==> config.mk <==
export PLATFORM = sky130hd
export DESIGN_NAME = hero_sprite_fetch
export DESIGN_NICKNAME = d
export VERILOG_FILES = /design/src/rtl/hero_sprite_fetch.sv
export SDC_FILE = /design/constraint.sdc
export NUM_CORES = 1
export LEC_CHECK = 0
export CAP_MARGIN = 20
export CORE_ASPECT_RATIO = 1.25
export CORE_MARGIN = 2
export CORE_UTILIZATION = 44
export CTS_CLUSTER_SIZE = 28
export DETAILED_ROUTE_END_ITERATION = 12
export GPL_TIMING_DRIVEN = 1
export HOLD_SLACK_MARGIN = 0.02
export PLACE_DENSITY = 0.66
export SYNTH_ARGS = -nofsm -noshare
export SYNTH_HDL_FRONTEND = slang
export SYNTH_SLANG_ARGS = --single-unit
export TNS_END_PERCENT = 20
==> constraint.sdc <==
create_clock -name vga_clk_i -period 6.7 [get_ports vga_clk_i]
set_clock_uncertainty 0.15 [all_clocks]
set_input_delay 1.34 -clock vga_clk_i [delete_from_list [all_inputs] [get_ports vga_clk_i]]
set_output_delay 1.34 -clock vga_clk_i [all_outputs]
set_load 0.02 [all_outputs]
==> src/rtl/hero_sprite_fetch.sv <==
// Hero sprite pixel fetch: bounding-box test, sprite-ROM addressing with
// animation frame and mirroring, and a 3-cycle aligned palette-index output.
module hero_sprite_fetch #(
   parameter int SPR_W      = 32,
   parameter int SPR_H      = 48,
   parameter int FRAMES     = 4,
   parameter int ANIM_DIV   = 8,
   parameter int IDX_W      = 3,
   parameter int TRANSP_IDX = 0,
   parameter int ADDR_W     = 13
) (
   input  logic                       vga_clk_i,
   input  logic                       Reset_i,
   input  logic [9:0]                 DrawX_i,
   input  logic [9:0]                 DrawY_i,
   input  logic                       blank_i,
   input  logic                       frame_start_i,
   input  logic                       enable_i,
   input  logic [9:0]                 hero_x_i,
   input  logic [9:0]                 hero_y_i,
   input  logic                       facing_left_i,
   output logic [ADDR_W-1:0]          rom_addr_o,
   input  logic [IDX_W-1:0]           rom_q_i,
   output logic [IDX_W-1:0]           pal_index_o,
   output logic                       pix_valid_o,
   output logic [$clog2(FRAMES)-1:0]  anim_frame_o
);

   localparam int AF_W  = $clog2(FRAMES);
   localparam int DIV_W = $clog2(ANIM_DIV + 1);

   logic [9:0]        hx_q, hy_q;
   logic              mir_q, en_q;
   logic [DIV_W-1:0]  div_q, div_d;
   logic [AF_W-1:0]   anim_q, anim_d;
   logic [ADDR_W-1:0] rom_addr_q, addr_d;
   logic              inside_d1_q, inside_d2_q, inside_d;
   logic [IDX_W-1:0]  pal_q;
   logic              vld_q;
   logic [10:0]       x11, y11, hx11, hy11, dx, dy, col;

   // Animation stepping counts pulses that carry enable=1, so the first pulse
   // after enabling already counts toward the first step.
   always_comb begin
      div_d  = div_q;
      anim_d = anim_q;
      if (frame_start_i) begin
         if (!enable_i) begin
            div_d  = '0;
            anim_d = '0;
         end else if (div_q == DIV_W'(ANIM_DIV - 1)) begin
            div_d  = '0;
            anim_d = (anim_q == AF_W'(FRAMES - 1)) ? '0 : anim_q + AF_W'(1);
         end else begin
            div_d  = div_q + DIV_W'(1);
         end
      end
   end

   always_ff @(posedge vga_clk_i or posedge Reset_i) begin
      if (Reset_i) begin
         hx_q   <= '0;
         hy_q   <= '0;
         mir_q  <= 1'b0;
         en_q   <= 1'b0;
         div_q  <= '0;
         anim_q <= '0;
      end else begin
         div_q  <= div_d;
         anim_q <= anim_d;
         if (frame_start_i) begin
            hx_q  <= hero_x_i;
            hy_q  <= hero_y_i;
            mir_q <= facing_left_i;
            en_q  <= enable_i;
         end
      end
   end

   // 11-bit arithmetic keeps hx+SPR_W past column 639 from wrapping.
   always_comb begin
      x11      = {1'b0, DrawX_i};
      y11      = {1'b0, DrawY_i};
      hx11     = {1'b0, hx_q};
      hy11     = {1'b0, hy_q};
      dx       = x11 - hx11;
      dy       = y11 - hy11;
      col      = mir_q ? (11'(SPR_W - 1) - dx) : dx;
      inside_d = en_q & blank_i
               & (x11 >= hx11) & (x11 < hx11 + 11'(SPR_W))
               & (y11 >= hy11) & (y11 < hy11 + 11'(SPR_H));
      addr_d   = '0;
      if (inside_d)
         addr_d = ADDR_W'(anim_q) * ADDR_W'(SPR_W * SPR_H)
                + ADDR_W'(dy) * ADDR_W'(SPR_W)
                + ADDR_W'(col);
   end

   always_ff @(posedge vga_clk_i or posedge Reset_i) begin
      if (Reset_i) begin
         rom_addr_q  <= '0;
         inside_d1_q <= 1'b0;
         inside_d2_q <= 1'b0;
         pal_q       <= '0;
         vld_q       <= 1'b0;
      end else begin
         rom_addr_q  <= addr_d;
         inside_d1_q <= inside_d;
         inside_d2_q <= inside_d1_q;
         pal_q       <= inside_d2_q ? rom_q_i : IDX_W'(TRANSP_IDX);
         vld_q       <= inside_d2_q & (rom_q_i != IDX_W'(TRANSP_IDX));
      end
   end

   assign rom_addr_o   = rom_addr_q;
   assign pal_index_o  = pal_q;
   assign pix_valid_o  = vld_q;
   assign anim_frame_o = anim_q;

endmodule

==> metrics.md, run 1 <==
| Metric | Value |
|---|---|
| RSZ-0062 raised after global routing | `false` |
| Clock-pin slew on the worst setup and hold paths | `0.10 ns` |
| Share of cells above drive strength 1 | `5.08%` |
| H-tree Lvls | `2` |
| Sink Count | `47` |
| Final Hold Fails | `0` |
| Critical path capture point type | `flip-flop` |
| Worst Hold Endpoint | `inside_d2_q` |
| Max-cap violations | `0` |
| TritonCTS clock tree | `built` |
| Synth area leaders | `dfrtp_1, ha_1, xnor2_1` |
| Largest net degree at the start of global routing | `53` |
| Worst IR Drop VDD | `0.142 mV` |
| # setup viols final | `0` |
| Grt met1 use | `20.2%` |
| Reg2Reg Setup Slack | `2.27 ns` |
| Drt wl/cell | `13.7 um` |
| HP Class | `reg2reg` |
| Fin. max-slew vios | `0` |
| Pwr dens | `234 nW/um^2` |
| Synth Warn # | `0` |
| Post-route DRC | `0` |
| CTS root buf | `clkbuf_8` |
| Worst reg2reg path endpoint | `rom_addr_o[12]` |
| Initial antenna violation count | `0` |
| Most frequent cells in the layout | `clkdlybuf4s50_1, ha_1, dfrtp_1` |
| WHS Path Cells | `0` |
| Max Root-Sink Buffers | `2` |
| I/O pins | `68` |
| Post-DP Area | `4320 um^2` |
| DR iter-0 viols | `102` |
| Max_slew headroom | `30.7%` |
| Crit path time final | `5.54 ns` |
| Syn Area/Cell | `9.26 um^2` |
| Clk pwr share | `24.6%` |
| Status | `complete, no violations` |
| Critical Path RT | `6.75 ns` |
| Post-synthesis cell type count | `54` |
| Max Clk Rate | `180 MHz` |
| Final nets | `555` |
| Worst EP arrival | `5.60 ns` |
| Top FF cell, synth | `dfrtp_1` |
| Number of flops mapped to enable cells by yosys | `0` |
| Row cnt | `36` |
| Post-Route WL | `7520 um` |
| Total GRT Usage | `17.5%` |
| Actual slew at the worst max-slew pin | `1.04 ns` |
| Setup TNS Final | `0 ns` |
| Reg2reg path depth | `19` |
| Netlist Area Pre-Place | `3560 um^2` |
| Most Crowded Layer GR | `met2` |
| Starting density of the core | `45.5%` |
| Reg2reg start | `hx_q[0]` |
| CP startpoint kind | `input port` |
| Vias in the first global route | `3008` |
| Die Ht | `105 um` |
| Post-synthesis async set-or-reset flop share | `100%` |
| Synthesized flop and latch total | `47` |
| Internal power | `675 uW` |
| Postcts setup bufs | `0` |
| Worst Path Max Fanout | `4` |
| Antenna fix cells | `0` |
| Leak | `0.00205 uW` |
| IO Port Bufs | `67` |
| Global Route met2 Usage | `33.1%` |
| DR vias | `2924` |
| Met3 GRT Util | `2.76%` |
| Sequential share of power | `30.1%` |
| DP HPWL | `5970 um` |
| Commonest non-fill, non-tap cell in the layout | `clkdlybuf4s50_1` |
| First-pass GRT wire length | `12800 um` |
| Worst Min Path Start | `inside_d1_q` |
| Post-synth top area share | `33.0%` |
| Clk Latency, worst-skew pair | `0.31 ns` |
| Sequential area share after synthesis | `33.0%` |
| Final Instance Area | `4490 um^2` |
| Gpl congestion | `0.874` |
| Gate power share | `45.4%` |
| Detail Route Antenna Nets | `0` |
| Avg Vias per Cell | `5.34` |
| Total global routing overflow | `0` |
| Die area | `8840 um^2` |
| Period utilization | `82.7%` |
| Core area | `7840 um^2` |
| Mapped Nets | `488` |
| Pre-antenna DRT Iters | `4` |
| Sw Ratio | `35.6%` |
| Post-CTS Resized | `0` |
| Synth area leader | `dfrtp_1` |
| WS Path Type | `in2reg` |
| Die width | `84.5 um` |
| TritonCTS Buffers | `5` |
| Hold buffer count at cts | `0` |
| Mapped Cells | `385` |
| P_sw | `373 uW` |
| Area Overhead vs Synth | `25.9%` |
power by group through the flow:
stage	Combinational [uW]	Clock [uW]	Sequential (uW)
4_1_cts	474	265	315
3_3_place_gp	459	0	320
3_5_place_dp	467	0	321
6_report	475	258	315
2_1_floorplan	352	0	320
5_1_grt	535	278	318
per-layer routing:
layer / wire length [um] / up-vias
met4: 55 / 0
met5: 0 / -
met3: 255 / 4
met2: 3880 / 54
li1: - / 1485
met1: 3330 / 1381
cell families (layout without fill, tap and decap cells):
kind of cell	Yosys count	after routing	share of synthesized area [%]
buffers and inverters	51	119	5.62
xor gates and xnor gates	29	29	7.13
AOI/OAI and AO/OA	105	105	20.3
muxes	3	3	0.913
adders and majority gates	54	54	20.0
and+or+nand+nor	96	96	13.0
DFF	47	47	33.0
cell usage after synthesis (all sizes together), types with 2 or more instances:
cell type  number
nand2b          5
xor2            8
nor4            2
clkbuf          7
o211a           3
o21a            4
or3             2
nand2          35
xnor2          21
o31ai           2
fa              5
nand3           8
a21o            7
ha             49
a31oi           2
nor3           14
dfrtp          47
inv            42
nand4           4
nor2b           4
a21oi          19
o31a            2
o211ai         10
o21ai          34
and2            5
mux2            2
a21boi          2
nor2           12
o2111ai         3
o21bai          4
a211oi          5
a211o           2
buf             2
layout make-up:
cell class                 count  area, um^2
tap                           95         119
timing repair buffer          69         706
inverter                      42         158
sequential                    47        1180
fill                         721        3350
multi-input combinational    287        2190
clock buffer                   5        68.8
clock inverter                 3        71.3
state kept, by name (all words and copies together) (netlist names), 2 cells and up:
register,count
div_q,4
rom_addr_o,13
anim_frame_o,2
hx_q,10
hy_q,10
pal_index_o,3
worst max path at each step:
stage / from / end / cells past startpoint
global route: DrawX_i[0] / rom_addr_o[12] / 19
CTS: DrawX_i[0] / rom_addr_o[12] / 21
global placement: DrawX_i[0] / rom_addr_o[12] / 21
finish: DrawX_i[0] / rom_addr_o[12] / 21
detailed placement: DrawX_i[0] / rom_addr_o[12] / 21
floorplan: DrawX_i[0] / rom_addr_o[12] / 18
per-stage QoR:
stage                     hold WS, ns  util (%)  power (uW)  worst slack, ns  instances
after detailed placement        0.190      55.1         788            0.941        539
after global placement          0.184      55.1         779             1.08        539
after CTS                       0.213      56.9        1050             1.19        547
after global routing            0.225      57.2        1130            0.839        548
after floorplan                 0.181         -         673             1.74        385
final                           0.210      57.2        1050             1.16        548
critical path: stages:
cell,delay [ns]
clkdlybuf4s50_1,0.41
inv_1,0.06
ha_1,0.15
inv_1,0.05
fa_1,0.43
a211oi_2,0.28
o21ai_1,0.11
xnor2_1,0.28
ha_1,0.29
nand2_1,0.05
o21ai_0,0.10
ha_1,0.32
ha_1,0.16
inv_1,0.06
fa_1,0.38
nor2b_1,0.23
o31a_1,0.17
o21ai_0,0.10
and3_1,0.20
o211ai_1,0.17
nor4b_1,0.25
(Power assumes the default switching activity.)
==> run 2: changes to the inputs <==
clock period = 5.75 ns   (was 6.7 ns; I/O delays follow)
==> run 2 against run 1 <==
  * Via count is 1.4% higher
  * Combinational power increased by 16%
  * First-iteration DRC count grew 20%
  * Global-route usage is 0.13 points higher
  * Non-clock buffer count stayed put
  * Cell area is the same
  * Final cell count stayed put
  * Flip-flop and latch count unchanged
  * Register-to-register slack worse by 0.96 ns
  * Sequential power grew 17%
  * Routed wire length up 0.80%
  * Critical endpoint unchanged
  * Largest power group unchanged
  * Highest routed layer unchanged
==> metrics.md, run 2 (synthesis results as in run 1) <==
| Metric | Value |
|---|---|
| Status | `complete, no violations (unchanged)` |
| Max Root-Sink Buffers | `2 (unchanged)` |
| Sink Count | `47 (unchanged)` |
| Top layer in use | `met4 (unchanged)` |
| Antenna fix cells | `0 (unchanged)` |
| Drt wl/cell | `13.8 um (was 13.7 um)` |
| Die width | `84.5 um (unchanged)` |
| Pwr dens | `273 nW/um^2 (was 234 nW/um^2)` |
| Max-cap violations | `0 (unchanged)` |
| CP most frequent cell | `ha_1 (unchanged)` |
| Max reg flops | `13 (unchanged)` |
| Starting density of the core | `45.5% (unchanged)` |
| H-tree Lvls | `2 (unchanged)` |
| Bufs and invs on worst path | `4 (unchanged)` |
| Total global routing overflow | `0 (unchanged)` |
| TritonCTS Buffers | `5 (unchanged)` |
| RSZ-0062 raised after global routing | `false (unchanged)` |
| Die area | `8840 um^2 (unchanged)` |
| Power Total | `1220 uW (was 1050 uW)` |
| Max_slew headroom | `34.1% (was 30.7%)` |
| Post-route DRC | `0 (unchanged)` |
| Leak | `0.00205 uW (unchanged)` |
| Reg2Reg Setup Slack | `1.31 ns (was 2.27 ns)` |
| Actual slew at the worst max-slew pin | `0.987 ns (was 1.04 ns)` |
| Setup TNS Final | `0 ns (unchanged)` |
| CTS root buf | `clkbuf_8 (unchanged)` |
| DP HPWL | `6050 um (was 5970 um)` |
| WHS Path Cells | `0 (unchanged)` |
| Most frequent cells in the layout | `clkdlybuf4s50_1, ha_1, dfrtp_1 (unchanged)` |
| Worst IR Drop VDD | `0.146 mV (was 0.142 mV)` |
| Post-layout util | `57.2% (unchanged)` |
| CP startpoint | `DrawX_i[0] (unchanged)` |
| Worst reg2reg path endpoint | `rom_addr_o[12] (unchanged)` |
| Commonest non-fill, non-tap cell in the layout | `clkdlybuf4s50_1 (unchanged)` |
| Critical Path RT | `5.81 ns (was 6.75 ns)` |
| I/O pins | `68 (unchanged)` |
| Initial antenna violation count | `0 (unchanged)` |
| Vias in the first global route | `2929 (was 3008)` |
| Worst EP arrival | `5.37 ns (was 5.60 ns)` |
| Row cnt | `36 (unchanged)` |
| TritonCTS clock tree | `built (unchanged)` |
| Metal2 WL | `3830 um (was 3880 um)` |
| Reg2reg start | `hx_q[0] (unchanged)` |
| Worst Min Path Start | `inside_d1_q (unchanged)` |
| Reg2reg path depth | `19 (unchanged)` |
| Slowest Stage Delay on Critical Path | `0.42 ns (was 0.43 ns)` |
| Largest net degree at the start of global routing | `48 (was 53)` |
| Area Overhead vs Synth | `25.9% (unchanged)` |
| Hold Slack | `0.204 ns (was 0.210 ns)` |
| Metal-1 WL | `3320 um (was 3330 um)` |
| IO Port Bufs | `67 (unchanged)` |
| Slowest stage cell, crit path | `fa_1 (unchanged)` |
| DR iter-0 viols | `122 (was 102)` |
| HP Class | `reg2reg (unchanged)` |
| Die Ht | `105 um (unchanged)` |
| Critical path capture point type | `flip-flop (unchanged)` |
| Pre-antenna DRT Iters | `4 (unchanged)` |
| Fin. max-slew vios | `0 (unchanged)` |
| # setup viols final | `0 (unchanged)` |
| CP startpoint kind | `input port (unchanged)` |
| Clk Latency, worst-skew pair | `0.32 ns (was 0.31 ns)` |
| Detail Route Antenna Nets | `0 (unchanged)` |
| DR vias | `2964 (was 2924)` |
| Clock-pin slew on the worst setup and hold paths | `0.10 ns (about the same)` |
| Total GRT Usage | `17.6% (was 17.5%)` |
| WS Path Type | `in2reg (unchanged)` |
| Postcts setup bufs | `0 (unchanged)` |
| CP cell instances | `clkdlybuf4s50_1 > inv_1 > ha_1 > inv_1 > fa_1 > a211oi_2 > o21ai_1 > xnor2_1 > ha_1 > nand2_1 > o21ai_0 > ha_1 > ha_1 > inv_1 > fa_1 > nor2b_1 > o31a_1 > o21ai_0 > and3_1 > o211ai_1 > nor4b_1 (unchanged)` |
| Worst Path Max Fanout | `4 (unchanged)` |
| Hold buffer count at cts | `0 (unchanged)` |
| Core area | `7840 um^2 (unchanged)` |
| Share of cells above drive strength 1 | `5.08% (unchanged)` |
| Post-Route WL | `7580 um (was 7520 um)` |
| Max Clk Rate | `189 MHz` |
| Period utilization | `92.3%` |
| DR WL met3 | `267 um (was 255 um)` |
| Worst Hold Endpoint | `inside_d2_q (unchanged)` |
| Post-CTS Resized | `0 (unchanged)` |
| First-pass GRT wire length | `12700 um (was 12800 um)` |
| Final Hold Fails | `0 (unchanged)` |
| Cell family with most CP delay | `adder cells (unchanged)` |
| Avg Vias per Cell | `5.41 (was 5.34)` |
| Gpl congestion | `0.888 (was 0.874)` |
| Crit path time final | `5.30 ns` |
| Final nets | `555 (unchanged)` |
## run 2: metal layers
metal | GRT usage, % | vias up
met5 | 0 | -
met4 | 6.12 | 0
met3 | 3.00 | 13
met2 | 32.1 | 64
met1 | 20.6 | 1395
li1 | - | 1492
## run 2: area by class of cell
cell class                      instances  area [um^2]
Inverter                               42          158
Clock inverter                          3         71.3
Tap cell                               95          119
Timing Repair Buffer                   69          706
Sequential cell                        47         1180
Multi-Input combinational cell        287         2190
Fill cell                             709         3350
Clock buffer                            5         68.8
## run 2: power by group
group	switching, uW	total (uW)	internal [uW]
clock network	128	305	177
registers	16.1	367	351
logic	293	552	259
## run 2: stage by stage
stage	cells	setup slack [ns]	area, um^2
floorplan	385	0.975	3560
global placement	539	0.317	4320
detailed placement	539	0.137	4320
CTS	547	0.464	4460
global route	548	0.106	4490
finish	548	0.445	4490
## run 2: how the worst max path moves through the flow
| stage | endpoint | slack, ns | cells past startpoint |
|---|---|---|---|
| floorplan | rom_addr_o[12] | 0.98 | 18 |
| global placement | rom_addr_o[12] | 0.32 | 21 |
| detailed placement | rom_addr_o[12] | 0.14 | 21 |
| CTS | rom_addr_o[12] | 0.46 | 21 |
| global route | rom_addr_o[12] | 0.11 | 21 |
| finish | rom_addr_o[12] | 0.45 | 21 |
==> run 3: changes to the inputs <==
PLACE_DENSITY = 0.79   (was 0.66)
SLEW_MARGIN = 40   (was unset)
==> run 3 against run 2 <==
  * Cell area decreased by 1.1%
  * Total power decreased by 8.2%
  * Critical endpoint unchanged
  * Flip-flop and latch count unchanged
  * Non-clock buffer count unchanged
  * Maximum frequency increased by 0.39%
  * Global-route usage increased by 0.33 points
==> metrics.md, run 3 (synthesis results as in run 1) <==
| Metric | Value |
|---|---|
| Status | `complete, no violations (unchanged)` |
| # setup viols final | `0 (unchanged)` |
| Critical path capture point type | `flip-flop (unchanged)` |
| Post-route DRC | `0 (unchanged)` |
| H-tree Lvls | `2 (unchanged)` |
| Share of cells above drive strength 1 | `5.30% (was 5.08%)` |
| Max-cap violations | `0 (unchanged)` |
| Clk pwr share | `17.8% (was 24.9%)` |
| Leak | `0.00202 uW (was 0.00205 uW)` |
| Clk Latency, worst-skew pair | `0.30 ns (was 0.32 ns)` |
| Power Total | `1120 uW (was 1220 uW)` |
| CP startpoint | `DrawX_i[0] (unchanged)` |
| Most frequent cells in the layout | `clkdlybuf4s50_1, ha_1, dfrtp_1 (unchanged)` |
| Internal power | `696 uW (was 786 uW)` |
| Worst reg2reg path endpoint | `rom_addr_o[12] (unchanged)` |
| Fin. max-slew vios | `0 (unchanged)` |
| Post-DP Area | `4340 um^2 (was 4320 um^2)` |
| Reg2reg start | `hx_q[0] (unchanged)` |
| Final nets | `555 (unchanged)` |
| Worst Min Path Start | `inside_d1_q (unchanged)` |
| Pwr dens | `253 nW/um^2 (was 273 nW/um^2)` |
| Area Overhead vs Synth | `24.4% (was 25.9%)` |
| # fillers | `722 (was 709)` |
| Max Clk Rate | `189 MHz (about the same)` |
| Hold Slack | `0.211 ns (was 0.204 ns)` |
| I/O pins | `68 (unchanged)` |
| Detail Route Antenna Nets | `0 (unchanged)` |
| Setup TNS Final | `0 ns (unchanged)` |
| Period utilization | `91.9% (was 92.3%)` |
| Clock-pin slew on the worst setup and hold paths | `0.09 ns (was 0.10 ns)` |
| Antenna fix cells | `0 (unchanged)` |
| First-pass GRT wire length | `13100 um (was 12700 um)` |
| Reg area | `1180 um^2 (unchanged)` |
| Pre-antenna DRT Iters | `4 (unchanged)` |
| Sink Count | `47 (unchanged)` |
| Worst Path Max Fanout | `4 (unchanged)` |
| Initial antenna violation count | `0 (unchanged)` |
| DR iter-0 viols | `122 (unchanged)` |
| Critical Path RT | `5.80 ns (was 5.81 ns)` |
| Drt wl/cell | `13.8 um (about the same)` |
| Starting density of the core | `45.5% (unchanged)` |
| Row cnt | `36 (unchanged)` |
| Postcts setup bufs | `0 (unchanged)` |
| DP HPWL | `6190 um (was 6050 um)` |
| Max reg flops | `13 (unchanged)` |
| TritonCTS clock tree | `built (unchanged)` |
| Non-Filler Instances | `548 (unchanged)` |
| Crit path to | `rom_addr_o[12] (unchanged)` |
| Die Ht | `105 um (unchanged)` |
| Total global routing overflow | `0 (unchanged)` |
| Sw Ratio | `38.0% (was 35.7%)` |
| CP startpoint kind | `input port (unchanged)` |
| Avg Vias per Cell | `5.49 (was 5.41)` |
| Vias in the first global route | `3054 (was 2929)` |
| CTS root buf | `clkbuf_8 (unchanged)` |
| Final Instance Area | `4430 um^2 (was 4490 um^2)` |
| Total GRT Usage | `18.0% (was 17.6%)` |
| Gpl congestion | `0.929 (was 0.888)` |
| Max Root-Sink Buffers | `2 (unchanged)` |
| Core area | `7840 um^2 (unchanged)` |
| Commonest non-fill, non-tap cell in the layout | `clkdlybuf4s50_1 (unchanged)` |
| Dpl cells | `540 (was 539)` |
| Die width | `84.5 um (unchanged)` |
| Reg2reg path depth | `19 (unchanged)` |
| Largest net degree at the start of global routing | `48 (unchanged)` |
| Worst EP arrival | `5.33 ns (was 5.37 ns)` |
| TritonCTS Buffers | `5 (unchanged)` |
| Final Hold Fails | `0 (unchanged)` |
| Sequential share of power | `32.7% (was 30.0%)` |
| RSZ-0062 raised after global routing | `false (unchanged)` |
| IO Port Bufs | `67 (unchanged)` |
| Area of the multi-input gates | `2200 um^2 (was 2190 um^2)` |
| Gate power share | `49.5% (was 45.1%)` |
| Crit path time final | `5.28 ns (was 5.30 ns)` |
| WS Path Type | `in2reg (unchanged)` |
| Post-Route WL | `7570 um (was 7580 um)` |
| Reg2Reg Setup Slack | `1.36 ns (was 1.31 ns)` |
| Max_slew headroom | `56.2% (was 34.1%)` |
| Die area | `8840 um^2 (unchanged)` |
| DR vias | `3010 (was 2964)` |
| Hold buffer count at cts | `0 (unchanged)` |
| Worst IR Drop VDD | `0.121 mV (was 0.146 mV)` |
| P_sw | `427 uW (was 437 uW)` |
| Actual slew at the worst max-slew pin | `0.655 ns (was 0.987 ns)` |
| HP Class | `reg2reg (unchanged)` |
==> run 3: how the worst min path moves through the flow <==
stage	endpoint	slack, ns	cells after the start
6_report	inside_d2_q	0.21	0
3_3_place_gp	inside_d2_q	0.19	0
3_5_place_dp	inside_d2_q	0.19	0
2_1_floorplan	inside_d2_q	0.18	0
4_1_cts	inside_d2_q	0.21	0
5_1_grt	inside_d2_q	0.23	0
==> run 3: layout make-up <==
cell class / instances / share of cell area [%]
clock buffer: 5 / 1.55
multi-input combinational: 287 / 49.7
timing repair buffer: 69 / 15.5
tap: 95 / 2.68
inverter: 42 / 3.61
clock inverter: 3 / 0.451
sequential: 47 / 26.5
==> run 3: power by group through the flow <==
| stage | Sequential [uW] | Clock (uW) | Combinational, uW |
|---|---|---|---|
| floorplan | 373 | 0 | 411 |
| global placement | 373 | 0 | 529 |
| detailed placement | 374 | 0 | 550 |
| CTS | 367 | 209 | 556 |
| global route | 371 | 223 | 624 |
| finish | 367 | 200 | 556 |
==> run 3: what timing repair did <==
item / 4_1_cts / 5_1_grt
gates resized for setup: 0 / 1
endpoints found under the hold margin: 0 / 0
setup endpoints to repair: 0 / 1
==> run 3: through the flow <==
stage	util [%]	worst slack [ns]
global route	56.6	0.0645
detailed placement	55.3	0.168
CTS	56.5	0.459
global placement	55.2	0.353
floorplan	-	0.975
finish	56.6	0.465
==> run 3: routing by layer <==
metal	part of all wire [%]	GRT usage [%]	vias to the layer above	wire length, um
met1	42	20.7	1446	3220
met3	4.0	3.32	8	304
met2	52	33.6	67	3940
li1	-	-	1489	-
met5	0	0	-	0
met4	1.5	4.76	0	111
==> run 3: critical path, stage by stage <==
cell             delay, ns
clkdlybuf4s50_1       0.40
inv_1                 0.06
ha_1                  0.16
inv_1                 0.06
fa_1                  0.43
a211oi_2              0.29
o21ai_1               0.14
xnor2_2               0.18
ha_1                  0.31
nand2_1               0.06
o21ai_0               0.11
ha_1                  0.32
ha_1                  0.17
inv_1                 0.06
fa_1                  0.38
nor2b_1               0.22
o31a_1                0.17
o21ai_0               0.09
and3_1                0.19
o211ai_1              0.16
nor4b_1               0.25
